`src/rtl/hbridge_overcurrent_guard.sv`:
```
`default_nettype none
// +----------------------------------------------------------------------------+
// | hbridge_overcurrent_guard: per-side over-current trip/cooldown/lockout     |
// | gating of H-bridge enable and polarity, with shoot-through blocking.       |
// | Rev 1.0                                                                    |
// +----------------------------------------------------------------------------+
module hbridge_overcurrent_guard #(
  parameter int FILTER_CYCLES   = 100,
  parameter int COOLDOWN_CYCLES = 50_000_000,
  parameter int MAX_RETRIES     = 3,
  parameter int HEAL_CYCLES     = 100_000_000
) (
  input  logic       clk,
  input  logic       rst,
  input  logic       oc_left_n,
  input  logic       oc_right_n,
  input  logic       clear,
  input  logic       en_left_in,
  input  logic       en_right_in,
  input  logic [3:0] pol_in,
  output logic       en_left_out,
  output logic       en_right_out,
  output logic [3:0] pol_out,
  output logic       fault_left,
  output logic       fault_right,
  output logic       lockout_left,
  output logic       lockout_right
);

  localparam int c_flt_w   = (FILTER_CYCLES   > 1) ? $clog2(FILTER_CYCLES)   : 1;
  localparam int c_cool_w  = (COOLDOWN_CYCLES > 1) ? $clog2(COOLDOWN_CYCLES) : 1;
  localparam int c_heal_w  = (HEAL_CYCLES     > 1) ? $clog2(HEAL_CYCLES)     : 1;
  localparam int c_retry_w = $clog2(MAX_RETRIES + 1);

  localparam logic [c_flt_w-1:0]   c_flt_max   = c_flt_w'(FILTER_CYCLES - 1);
  localparam logic [c_cool_w-1:0]  c_cool_max  = c_cool_w'(COOLDOWN_CYCLES - 1);
  localparam logic [c_heal_w-1:0]  c_heal_max  = c_heal_w'(HEAL_CYCLES - 1);
  localparam logic [c_retry_w-1:0] c_retry_max = c_retry_w'(MAX_RETRIES - 1);

  typedef enum logic [1:0] {
    ST_RUN  = 2'd0,
    ST_COOL = 2'd1,
    ST_LOCK = 2'd2
  } state_t;

  // Side index 0 = right (pol bits [1:0]), 1 = left (pol bits [3:2]).
  logic [1:0] w_oc_n;
  logic [1:0] w_en_in;
  logic [1:0] w_en_out;
  logic [1:0] w_fault;
  logic [1:0] w_lock;

  assign w_oc_n  = {oc_left_n, oc_right_n};
  assign w_en_in = {en_left_in, en_right_in};

  for (genvar s = 0; s < 2; s++) begin : g_side
    logic                 sync1_q, sync2_q;
    logic [c_flt_w-1:0]   flt_q, flt_d;
    logic [c_cool_w-1:0]  cool_q, cool_d;
    logic [c_heal_w-1:0]  heal_q, heal_d;
    logic [c_retry_w-1:0] retry_q, retry_d;
    state_t               state_q, state_d;
    logic                 en_q, en_d;
    logic [1:0]           pol_q, pol_d;
    logic                 fault_q, lock_q;
    logic                 w_oc, w_trip, w_fwd, w_back, w_pass;

    assign w_oc   = ~sync2_q;
    assign w_trip = w_oc & (flt_q == c_flt_max);
    assign w_fwd  = pol_in[2*s];
    assign w_back = pol_in[2*s+1];

    always_comb begin
      state_d = state_q;
      retry_d = retry_q;
      cool_d  = cool_q;
      heal_d  = '0;
      flt_d   = !w_oc ? '0 : ((flt_q == c_flt_max) ? flt_q : flt_q + 1'b1);
      case (state_q)
        ST_RUN: begin
          // A trip takes precedence over a heal landing on the same cycle.
          if (w_trip) begin
            if (retry_q == c_retry_max) begin
              state_d = ST_LOCK;
              retry_d = '0;
            end else begin
              state_d = ST_COOL;
              retry_d = retry_q + 1'b1;
              cool_d  = '0;
            end
          end else if (heal_q == c_heal_max) begin
            retry_d = '0;
          end else begin
            heal_d = heal_q + 1'b1;
          end
        end
        ST_COOL: begin
          if (cool_q == c_cool_max) begin
            state_d = ST_RUN;
            flt_d   = '0;
          end else begin
            cool_d = cool_q + 1'b1;
          end
        end
        ST_LOCK: begin
          if (clear) begin
            state_d = ST_RUN;
            flt_d   = '0;
            retry_d = '0;
          end
        end
        default: state_d = ST_RUN;
      endcase
      // Drive only while in RUN on both sides of the edge and never with both legs on.
      w_pass = (state_q == ST_RUN) && (state_d == ST_RUN) && !(w_fwd && w_back);
      en_d   = w_pass && w_en_in[s];
      pol_d  = w_pass ? {w_back, w_fwd} : 2'b00;
    end

    always_ff @(posedge clk) begin
      if (rst) begin
        sync1_q <= 1'b1;
        sync2_q <= 1'b1;
        flt_q   <= '0;
        cool_q  <= '0;
        heal_q  <= '0;
        retry_q <= '0;
        state_q <= ST_RUN;
        en_q    <= 1'b0;
        pol_q   <= 2'b00;
        fault_q <= 1'b0;
        lock_q  <= 1'b0;
      end else begin
        sync1_q <= w_oc_n[s];
        sync2_q <= sync1_q;
        flt_q   <= flt_d;
        cool_q  <= cool_d;
        heal_q  <= heal_d;
        retry_q <= retry_d;
        state_q <= state_d;
        en_q    <= en_d;
        pol_q   <= pol_d;
        fault_q <= (state_d != ST_RUN);
        lock_q  <= (state_d == ST_LOCK);
      end
    end

    assign w_en_out[s]    = en_q;
    assign pol_out[2*s+:2] = pol_q;
    assign w_fault[s]     = fault_q;
    assign w_lock[s]      = lock_q;
  end

  assign en_left_out   = w_en_out[1];
  assign en_right_out  = w_en_out[0];
  assign fault_left    = w_fault[1];
  assign fault_right   = w_fault[0];
  assign lockout_left  = w_lock[1];
  assign lockout_right = w_lock[0];

endmodule
`default_nettype wire

```
`config.mk`:
```
export PLATFORM = sky130hd
export DESIGN_NAME = hbridge_overcurrent_guard
export DESIGN_NICKNAME = d
export VERILOG_FILES = /design/src/rtl/hbridge_overcurrent_guard.sv
export SDC_FILE = /design/constraint.sdc
export NUM_CORES = 1
export LEC_CHECK = 0
export BUFFER_PORTS_ARGS = -buffer_cell sky130_fd_sc_hd__buf_4
export CAP_MARGIN = 20
export CELL_PAD_IN_SITES_DETAIL_PLACEMENT = 1
export CELL_PAD_IN_SITES_GLOBAL_PLACEMENT = 1
export CORE_MARGIN = 3
export CORE_UTILIZATION = 51
export DETAILED_ROUTE_END_ITERATION = 6
export PLACE_DENSITY_LB_ADDON = 0.1
export SYNTH_ARGS = -nofsm -noshare
export SYNTH_HDL_FRONTEND = slang
export SYNTH_SLANG_ARGS = --single-unit
```
`constraint.sdc`:
```
create_clock -name clk -period 4.9 [get_ports clk]
set_input_delay 0.49 -clock clk [delete_from_list [all_inputs] [get_ports clk]]
set_output_delay 0.49 -clock clk [all_outputs]
set_load 0.01 [all_outputs]
```
==> flow_summary.yaml, run 1 <==
synthesis:
  synth.area.top_cells: "dfxtp_1 (42%), nor2_1 (4.9%), a21oi_1 (4.6%)"
  synth_top_area_cell: "dfxtp_1"
  synth_area_sq_mm: 0.00669
  ys.flop_type: "dfxtp_1"
  ys_ff_latch: 142
  seq_area_frac_synth_pct: 42.5
  ys_warn_count: 0
  synth_most_common_cell: "dfxtp_1"
  synth_commonest_cells: "dfxtp_1 (142), nor2_1 (87), a21oi_1 (61), nand2_1 (61), nand3_1 (40)"
  postSynthNetCount: 811
  ys_types: 51
  syn_inst: 786
  synth_edf_count: 0
  synthArstFlopShare_pct: 0
  synth_top_area_share_pct: 42.5
  syn_avg_cell_area_sq_um: 8.52
layout:
  drive_gt1_share_pct: 8.32
  fill_cells: 1543
  area_delta_synth_final_pct: 13.0
  layout.nets: 829
  utilization_pct: 59.5
  diodes: 0
critical_path:
  cp-end-kind: "flop"
  crit_fanout: 23
  r2r_cells: 5
  critPathMaxStageDelay_ns: 0.59
  cp_slowest_cell: "or4b_4"
  worstPathCellList: "or4b_4 > o41a_1 > a211o_1 > or4_1 > a21oi_1"
  crit_arrival_ns: 3.10
  required_ns: 5.27
  reg2reg_to: "g_side[0].cool_q[14]"
  rr_startpoint: "g_side[0].flt_q[2]"
  start_kind: "flop"
  rrSetupSlack_ns: 2.16
  critical_path_class: "reg2reg"
cts:
  clockBufferDepth: 2
  cts_tree: "done"
  post_cts_buffers: 0
  cts_buffers: 17
  cts-root-buf: "clkbuf_16"
  clk_latency_ns: 0.43
  cts.sinks: 142
  htreeDepth: 4
  clk_pin_slew_ns: 0.06
  cts-hold-fix-buffers: 0
  cts_resized: 0
global_route:
  grt_pass1_vias: 6099
  grt.overflow.total: 0
  grt_pass1_wl_microns: 28800
  grt.total_usage_pct: 24.1
  antenna_found_initial: 0
  grt_max_degree: 43
die:
  core_sq_mm: 0.0127
  rows: 41
  initial_core_util_pct: 52.6
  die_h_microns: 121
  die_area_sq_mm: 0.0145
  io_pins: 21
  die_x_microns: 121
timing:
  fmax_ghz: 0.365
  post-route-min-period_ns: 2.74
  final-hold-violation-count: 0
  grt_setup_unrepaired: "no"
  slew_violations: 0
  relSlewSlack_pct: 37.8
  finClkSkew_ns: 0.00826
  setup_viol: 0
  tns_ns: 0
  worst_pin_slew_ns: 0.930
  finalCritPeriodShare_pct: 55.9
power_and_ir_drop:
  intPower_w: 0.00192
  p_per_area_mw_per_mm2: 327
  switching_share_pct: 22.4
  p_leak_nw: 2.49
  seqPwrFrac_pct: 47.3
  combPwrFrac_pct: 2.0
  switching_power_w: 0.000554
  p_clk_share_pct: 50.8
  ir_worst_vdd_mv: 0.234
drt:
  dr.first_iter.drc_count: 322
  drcViolationCount: 0
  viasPerCell: 5.99
  wire_per_inst_microns: 17.0
  antenna_left: 0
  vias: 5925
  wl_microns: 16800
  drt_first_pass_iters: 4
worst_hold_path:
  hold_path_startpoint: "pol_in[0]"
  min_path_type: "in2reg"
  hold_path_depth: 2
  hold_end: "g_side[0].pol_q[1]"
run_status:
  outcome: "finished, final reports clean"
placed_design:
  io_buffer_count: 20
  dp_hpwl_microns: 11200
  place.gp.congestion: 0.811
flow_run:
  cap_viol_max_count: 0
[per-stage QoR]
stage	instance area (sq um)	cells	worst slack [ns]	hold WS, ns	power, W
floorplan	6690	786	2.57	0.389	0.00122
global placement	6990	957	2.27	0.396	0.00124
detailed placement	6990	957	2.20	0.398	0.00124
CTS	7570	989	2.18	0.219	0.00249
global route	7570	989	1.99	0.221	0.00255
finish	7570	989	2.16	0.231	0.00247
[state kept, by name, indices dropped and copies added, names as in the netlist]
signal,cells
g_side.heal_q,54
g_side.sync2_q,2
fault_left,1
en_left_out,1
g_side.pol_q,4
g_side.flt_q,14
g_side.sync1_q,2
lockout_right,1
fault_right,1
g_side.state_q,4
lockout_left,1
en_right_out,1
g_side.retry_q,4
g_side.cool_q,52
[critical path, delay by kind of cell (launching register included)]
kind	cells	cell delay (ns)
compound gates	3	1.15
flops	1	0.35
simple gates	2	1.17
[worst max path at each step]
stage	startpoint	endpoint	slack (ns)	cells after the start
after global placement	g_side[0].flt_q[2]	g_side[0].cool_q[14]	2.27	5
final	g_side[0].flt_q[2]	g_side[0].cool_q[14]	2.16	5
after floorplan	g_side[0].flt_q[2]	g_side[0].cool_q[7]	2.57	6
after CTS	g_side[0].flt_q[2]	g_side[0].cool_q[14]	2.18	5
after detailed placement	g_side[0].flt_q[2]	g_side[0].cool_q[20]	2.20	5
after global routing	g_side[0].flt_q[2]	g_side[0].cool_q[20]	1.99	5
[final cells by class]
cell class / instances / area [sq um] / area share (%)
timing repair buffer: 23 / 173 / 2.28
multi-input combinational: 602 / 3690 / 48.8
clock inverter: 12 / 113 / 1.49
inverter: 18 / 67.6 / 0.893
clock buffer: 20 / 467 / 6.17
tap: 172 / 215 / 2.84
sequential: 142 / 2840 / 37.6
[layer usage]
layer	global-route usage [%]	vias to the layer above	part of all wire, %
li1	-	2892	-
met1	28.1	2956	43
met2	43.7	54	53
met3	4.82	23	2.2
met4	8.43	0	1.6
met5	0	-	0
[cell usage in the layout, fill, tap and decap left out, drive strengths merged, types with 23 or more instances in the layout]
master	Yosys	routed
nand2	61	61
nand4	28	28
a21oi	61	61
xnor2	26	26
dfxtp	142	142
or3	35	35
or4	27	27
nand3	40	40
buf	5	23
nor2	87	87
o21ai	39	39
xor2	34	34
[logic make-up after synthesis]
group | share of synthesized area [%]
AO/OA/AOI/OAI | 12.3
XOR/XNOR | 7.85
adder cells (fa/ha/maj) | 2.62
buffers and inverters | 2.50
flip-flops | 42.5
multiplexers | 0.617
AND/OR/NAND/NOR | 31.7
[power by group through the flow]
stage	clock [W]	sequential [W]	combinational, W
2_1_floorplan	0	0.00119	0.0000275
3_3_place_gp	0	0.00119	0.0000464
3_5_place_dp	0	0.00119	0.0000485
4_1_cts	0.00127	0.00117	0.0000491
5_1_grt	0.00133	0.00117	0.0000541
6_report	0.00126	0.00117	0.0000485
Power figures use the tool's default switching activity.
==> run 2: changes to the inputs <==
--- a/config.mk
+++ b/config.mk
@@ -5,12 +5,13 @@
 export SDC_FILE = /design/constraint.sdc
 export NUM_CORES = 1
 export LEC_CHECK = 0
+export ABC_AREA = 1
 export BUFFER_PORTS_ARGS = -buffer_cell sky130_fd_sc_hd__buf_4
 export CAP_MARGIN = 20
 export CELL_PAD_IN_SITES_DETAIL_PLACEMENT = 1
 export CELL_PAD_IN_SITES_GLOBAL_PLACEMENT = 1
 export CORE_MARGIN = 3
-export CORE_UTILIZATION = 51
+export CORE_UTILIZATION = 45
 export DETAILED_ROUTE_END_ITERATION = 6
 export PLACE_DENSITY_LB_ADDON = 0.1
 export SYNTH_ARGS = -nofsm -noshare
==> constraint.sdc (replaced) <==
create_clock -name clk -period 2.8 [get_ports clk]
set_input_delay 0.28 -clock clk [delete_from_list [all_inputs] [get_ports clk]]
set_output_delay 0.28 -clock clk [all_outputs]
set_load 0.01 [all_outputs]
==> flow_summary.yaml, run 2 <==
layout:
  final-instance-count-excl-fill: 1534
  biggestRegsByFlops: "g_side.heal_q: 54 flops, g_side.cool_q: 52 flops, g_side.flt_q: 14 flops"
  drive_gt1_share_pct: 9.55
  seq_area_sq_mm: 0.00284
  mostFrequentLayoutCells: "nand2_1 (359), nor2_1 (232), dfxtp_1 (142)"
  multi_input_area_sq_mm: 0.00475
  final_common_cell: "nand2_1"
  final_area_sq_mm: 0.00920
  top_register: "g_side.heal_q"
  largest_reg_flops: 54
  fill_cells: 2423
  layout.nets: 1321
  diodes: 0
  area_delta_synth_final_pct: 11.4
  utilization_pct: 52.3
timing:
  fmax_ghz: 0.459
  grt_setup_unrepaired: "no"
  slew_violations: 0
  tns_ns: 0
  finClkSkew_ns: 0.0124
  finalCritPeriodShare_pct: 77.7
  setup_viol: 0
  final-hold-violation-count: 0
  post-route-min-period_ns: 2.18
  relSlewSlack_pct: 45.4
  worst_pin_slew_ns: 0.819
synthesis:
  synth_top_area_cell: "dfxtp_1"
  ys.flop_type: "dfxtp_1"
  seq_area_frac_synth_pct: 34.4
  synth_area_sq_mm: 0.00825
  ys_ff_latch: 142
  syn_inst: 1278
  syn_avg_cell_area_sq_um: 6.46
  synth_edf_count: 0
  synth.area.top_cells: "dfxtp_1 (34%), nand2_1 (16%), nor2_1 (11%)"
  ys_types: 42
  postSynthNetCount: 1303
  synthArstFlopShare_pct: 0
  synth_most_common_cell: "nand2_1"
  ys_warn_count: 0
  synth_commonest_cells: "nand2_1 (359), nor2_1 (232), dfxtp_1 (142)"
  synth_top_area_share_pct: 34.4
critical_path:
  reg2reg_to: "g_side[0].cool_q[1]"
  cp_slowest_cell: "dfxtp_1"
  r2r_cells: 12
  required_ns: 3.09
  crit_end: "g_side[0].cool_q[1]"
  critPathMaxStageDelay_ns: 0.46
  crit_fanout: 26
  worstPathCellList: "ha_1 > inv_2 > nor2_4 > nand2_1 > nor2_1 > nand2_1 > nand2_2 > nand2_4 > nand2_8 > inv_4 > o21ai_0 > nor2_1"
  cp-end-kind: "flop"
  path_depth: 12
  cp-startpoint: "g_side[0].cool_q[0]"
  start_kind: "flop"
  rr_startpoint: "g_side[0].cool_q[0]"
  cpLargestDelayFamily: "simple AND/OR/NAND/NOR gates"
  rrSetupSlack_ns: 0.62
  worst-path-buf-inv: 2
  crit_arrival_ns: 2.46
  critical_path_class: "reg2reg"
power_and_ir_drop:
  ir_worst_vdd_mv: 0.465
  totalPowerFinal_w: 0.00461
  p_per_area_mw_per_mm2: 502
  p_leak_nw: 3.14
cts:
  cts_resized: 0
  clockBufferDepth: 2
  cts.sinks: 142
  cts-root-buf: "clkbuf_16"
  post_cts_buffers: 0
  htreeDepth: 4
  cts-hold-fix-buffers: 0
  clk_latency_ns: 0.43
  cts_buffers: 17
  cts_tree: "done"
  clk_pin_slew_ns: 0.06
drt:
  highest_layer: "met4"
  viasPerCell: 5.18
  wire_per_inst_microns: 14.5
  dr_wl_met3_microns: 516
  antenna_left: 0
  dr.first_iter.drc_count: 283
  wl_microns: 22300
  drt_first_pass_iters: 5
  vias: 7945
  dr_wl_met2_microns: 10900
  wl_met1_microns: 10500
  drcViolationCount: 0
run_status:
  outcome: "finished, final reports clean"
placed_design:
  io_buffer_count: 20
  place.gp.congestion: 0.849
  dp_cells: 1502
  dp_hpwl_microns: 16100
  dpl_cell_area_sq_mm: 0.00856
die:
  die_x_microns: 141
  io_pins: 21
  core_sq_mm: 0.0176
  die_h_microns: 141
  initial_core_util_pct: 46.9
  die_area_sq_mm: 0.0200
  rows: 48
worst_hold_path:
  min_path_type: "in2reg"
global_route:
  grt_max_degree: 67
  grt_pass1_vias: 8116
  grt.total_usage_pct: 23.0
  antenna_found_initial: 0
  grt.overflow.total: 0
  grt_pass1_wl_microns: 38100
flow_run:
  cap_viol_max_count: 0
[run 2: cell count changes after synthesis, sizes merged, moves of 27 or more]
cell   change
nor2     +158
nand2    +315
inv      +112
or4       -27
nand3     +62
or3       -34
o21ai     -29
[run 2: worst min-delay path by stage]
stage,from,end,slack (ns),cells after the start
global placement,g_side[1].sync1_q,g_side[1].sync2_q,0.39,1
floorplan,oc_right_n,g_side[0].sync1_q,0.38,1
CTS,oc_right_n,g_side[0].sync1_q,0.02,2
detailed placement,g_side[1].sync1_q,g_side[1].sync2_q,0.41,1
finish,oc_right_n,g_side[0].sync1_q,0.04,2
global route,oc_right_n,g_side[0].sync1_q,0.03,2
[run 2: routing by layer]
layer  vias to the layer above  GRT usage (%)
li1                       4079              -
met1                      3752           29.8
met2                        90           39.9
met3                        24           3.67
met4                         0           6.57
met5                         -              0
[run 2: kinds of logic (layout without fill, tap and decap cells)]
kind of cell / count (synthesis) / count (layout) / synth area share [%]
compound gates: 103 / 103 / 7.06
simple gates: 809 / 809 / 42.8
buf+inv: 158 / 189 / 8.02
flops: 142 / 142 / 34.4
xor+xnor: 52 / 52 / 5.52
fa+ha+maj: 14 / 14 / 2.12
[run 2: stage by stage]
stage               hold WS [ns]  setup WS (ns)
finish                    0.0354          0.623
global route              0.0265          0.375
CTS                       0.0238          0.627
detailed placement         0.414          0.634
global placement           0.394          0.699
floorplan                  0.384           1.06
[run 2: report_power, final]
group | switching, W | internal, W
registers | 0.0000127 | 0.00204
clock network | 0.000964 | 0.00151
logic | 0.0000600 | 0.0000316
total | 0.00104 | 0.00358
[run 2: final cells by class]
cell class | count | area share [%]
Clock buffer | 18 | 4.67
Clock inverter | 14 | 2.23
Inverter | 131 | 5.37
Multi-Input combinational cell | 978 | 51.6
Sequential cell | 142 | 30.9
Tap cell | 225 | 3.06
Timing Repair Buffer | 26 | 2.12
==> run 3: changes to the inputs <==
==> constraint.sdc (replaced) <==
create_clock -name clk -period 2.02 [get_ports clk]
set_input_delay 0.202 -clock clk [delete_from_list [all_inputs] [get_ports clk]]
set_output_delay 0.202 -clock clk [all_outputs]
set_load 0.01 [all_outputs]
==> flow_summary.yaml, run 3 (synthesis gave the netlist of run 2 again) <==
layout:
  area_delta_synth_final_pct: 14.9
  diodes: 0
  mostFrequentLayoutCells: "nand2_1 (358), nor2_1 (231), dfxtp_1 (140)"
  biggestRegsByFlops: "g_side.heal_q: 54 flops, g_side.cool_q: 52 flops, g_side.flt_q: 14 flops"
  layout.nets: 1350
  top_register: "g_side.heal_q"
  multi_input_area_sq_mm: 0.00484
  drive_gt1_share_pct: 12.1
  final-instance-count-excl-fill: 1561
  largest_reg_flops: 54
  fill_cells: 2417
  final_common_cell: "nand2_1"
  seq_area_sq_mm: 0.00285
drt:
  drcViolationCount: 0
  wl_microns: 23800
  antenna_left: 0
  viasPerCell: 5.26
  vias: 8207
  drt_first_pass_iters: 6
  wire_per_inst_microns: 15.3
  dr.first_iter.drc_count: 275
critical_path:
  start_kind: "flop"
  critical_path_class: "reg2reg"
  crit_end: "g_side[0].cool_q[0]"
  crit_arrival_ns: 2.24
  rrSetupSlack_ns: 0.11
  cp-end-kind: "flop"
  required_ns: 2.34
  cp-startpoint: "g_side[0].flt_q[0]"
  crit_fanout: 14
  reg2reg_to: "g_side[0].cool_q[0]"
  r2r_cells: 10
  rr_startpoint: "g_side[0].flt_q[0]"
global_route:
  grt.overflow.total: 0
  grt_pass1_vias: 8452
  grt_max_degree: 29
  grt_pass1_wl_microns: 39700
  grt.total_usage_pct: 24.1
  antenna_found_initial: 0
power_and_ir_drop:
  p_leak_nw: 3.26
  ir_worst_vdd_mv: 0.542
  totalPowerFinal_w: 0.00605
  p_per_area_mw_per_mm2: 638
timing:
  final-hold-violation-count: 0
  finalCritPeriodShare_pct: 94.7
  slew_violations: 0
  post-route-min-period_ns: 1.91
  setup_viol: 0
  finClkSkew_ns: 0.0108
  fmax_ghz: 0.523
  relSlewSlack_pct: 62.3
  worst_pin_slew_ns: 0.561
  grt_setup_unrepaired: "yes"
cts:
  clk_pin_slew_ns: 0.06
  clk_latency_ns: 0.43
  cts_tree: "done"
  cts_buffers: 17
  cts-root-buf: "clkbuf_16"
  cts.sinks: 142
  htreeDepth: 4
  clockBufferDepth: 2
die:
  die_h_microns: 141
  rows: 48
  core_sq_mm: 0.0176
  die_x_microns: 141
  initial_core_util_pct: 46.9
  die_area_sq_mm: 0.0200
  io_pins: 21
placed_design:
  dp_cells: 1524
  place.gp.congestion: 0.862
  io_buffer_count: 20
  dp_hpwl_microns: 17200
flow_run:
  cap_viol_max_count: 0
worst_hold_path:
  min_path_type: "in2reg"
run_status:
  outcome: "finished, final reports clean"
[run 3: cell count changes in the layout (fill, tap and decap cells not counted), moves of 2 or more]
cell,previous run,this run
buf_12,0,3
buf_4,26,45
buf_6,0,2
bufinv_16,4,2
clkinv_2,0,4
clkinv_4,3,1
dfxtp_1,142,140
dlygate4sd3_1,0,2
ha_1,14,9
ha_2,0,4
inv_6,5,1
nand3_1,100,98
nand3_2,1,3
[run 3: critical path, stage by stage (launching register included)]
cell and delay, ns:
dfxtp_1 0.39, ha_2 0.23, nand2_2 0.08, nor2_4 0.14, nand3_4 0.13, o21ai_4 0.22
buf_12 0.15, nand2_8 0.10, buf_6 0.17, a21oi_1 0.12, nor2_1 0.06
[run 3: timing repair]
action	4_1_cts	5_1_grt
gates resized for setup	2	24
gates cloned	0	2
pin swaps	0	3
setup endpoints to repair	2	56
buffers inserted	0	3
hold endpoints to repair	2	0
hold buffers	2	0
[run 3: power by group]
group          leakage [nW]  internal [W]  switching, W
clock network         0.265       0.00180       0.00127
registers              1.15       0.00282     0.0000154
logic                  1.85     0.0000582     0.0000929
total                  3.26       0.00468       0.00138
[run 3: area by class of cell]
type / count / area share, %
clock buffer: 19 / 4.57
clock inverter: 11 / 1.27
inverter: 131 / 5.32
multi-input combinational: 980 / 51.0
sequential: 142 / 30.0
tap: 225 / 2.97
timing repair buffer: 53 / 4.80
[run 3: worst min-delay path by stage]
stage                     slack [ns]        from  depth (start not counted)                  to
after floorplan                 0.31  oc_right_n                          1   g_side[0].sync1_q
after global placement          0.39  oc_right_n                          2   g_side[0].sync1_q
after detailed placement        0.39  oc_right_n                          2   g_side[0].sync1_q
after CTS                       0.01   pol_in[0]                          3  g_side[0].pol_q[0]
after global routing            0.02   pol_in[0]                          3  g_side[0].pol_q[0]
final                           0.03   pol_in[0]                          3  g_side[0].pol_q[0]
[run 3: per-layer routing]
metal,global-route usage [%],up-vias,routed length [microns]
met4,7.53,0,500
met2,42.9,99,11800
met3,3.98,40,617
met1,29.8,3927,10900
met5,0,-,0
li1,-,4141,-
[run 3: stage by stage]
step / worst slack, ns / cell area (sq um) / setup TNS (ns) / util, % / hold WS [ns]
after floorplan: 0.277 / 8250 / 0 / - / 0.306
after global placement: 0.151 / 8750 / 0 / 49.7 / 0.388
after detailed placement: 0.0579 / 8750 / 0 / 49.7 / 0.390
after CTS: 0.0162 / 9330 / 0 / 53.0 / 0.0112
after global routing: -0.0118 / 9480 / -0.0118 / 53.9 / 0.0211
final: 0.107 / 9480 / 0 / 53.9 / 0.0300
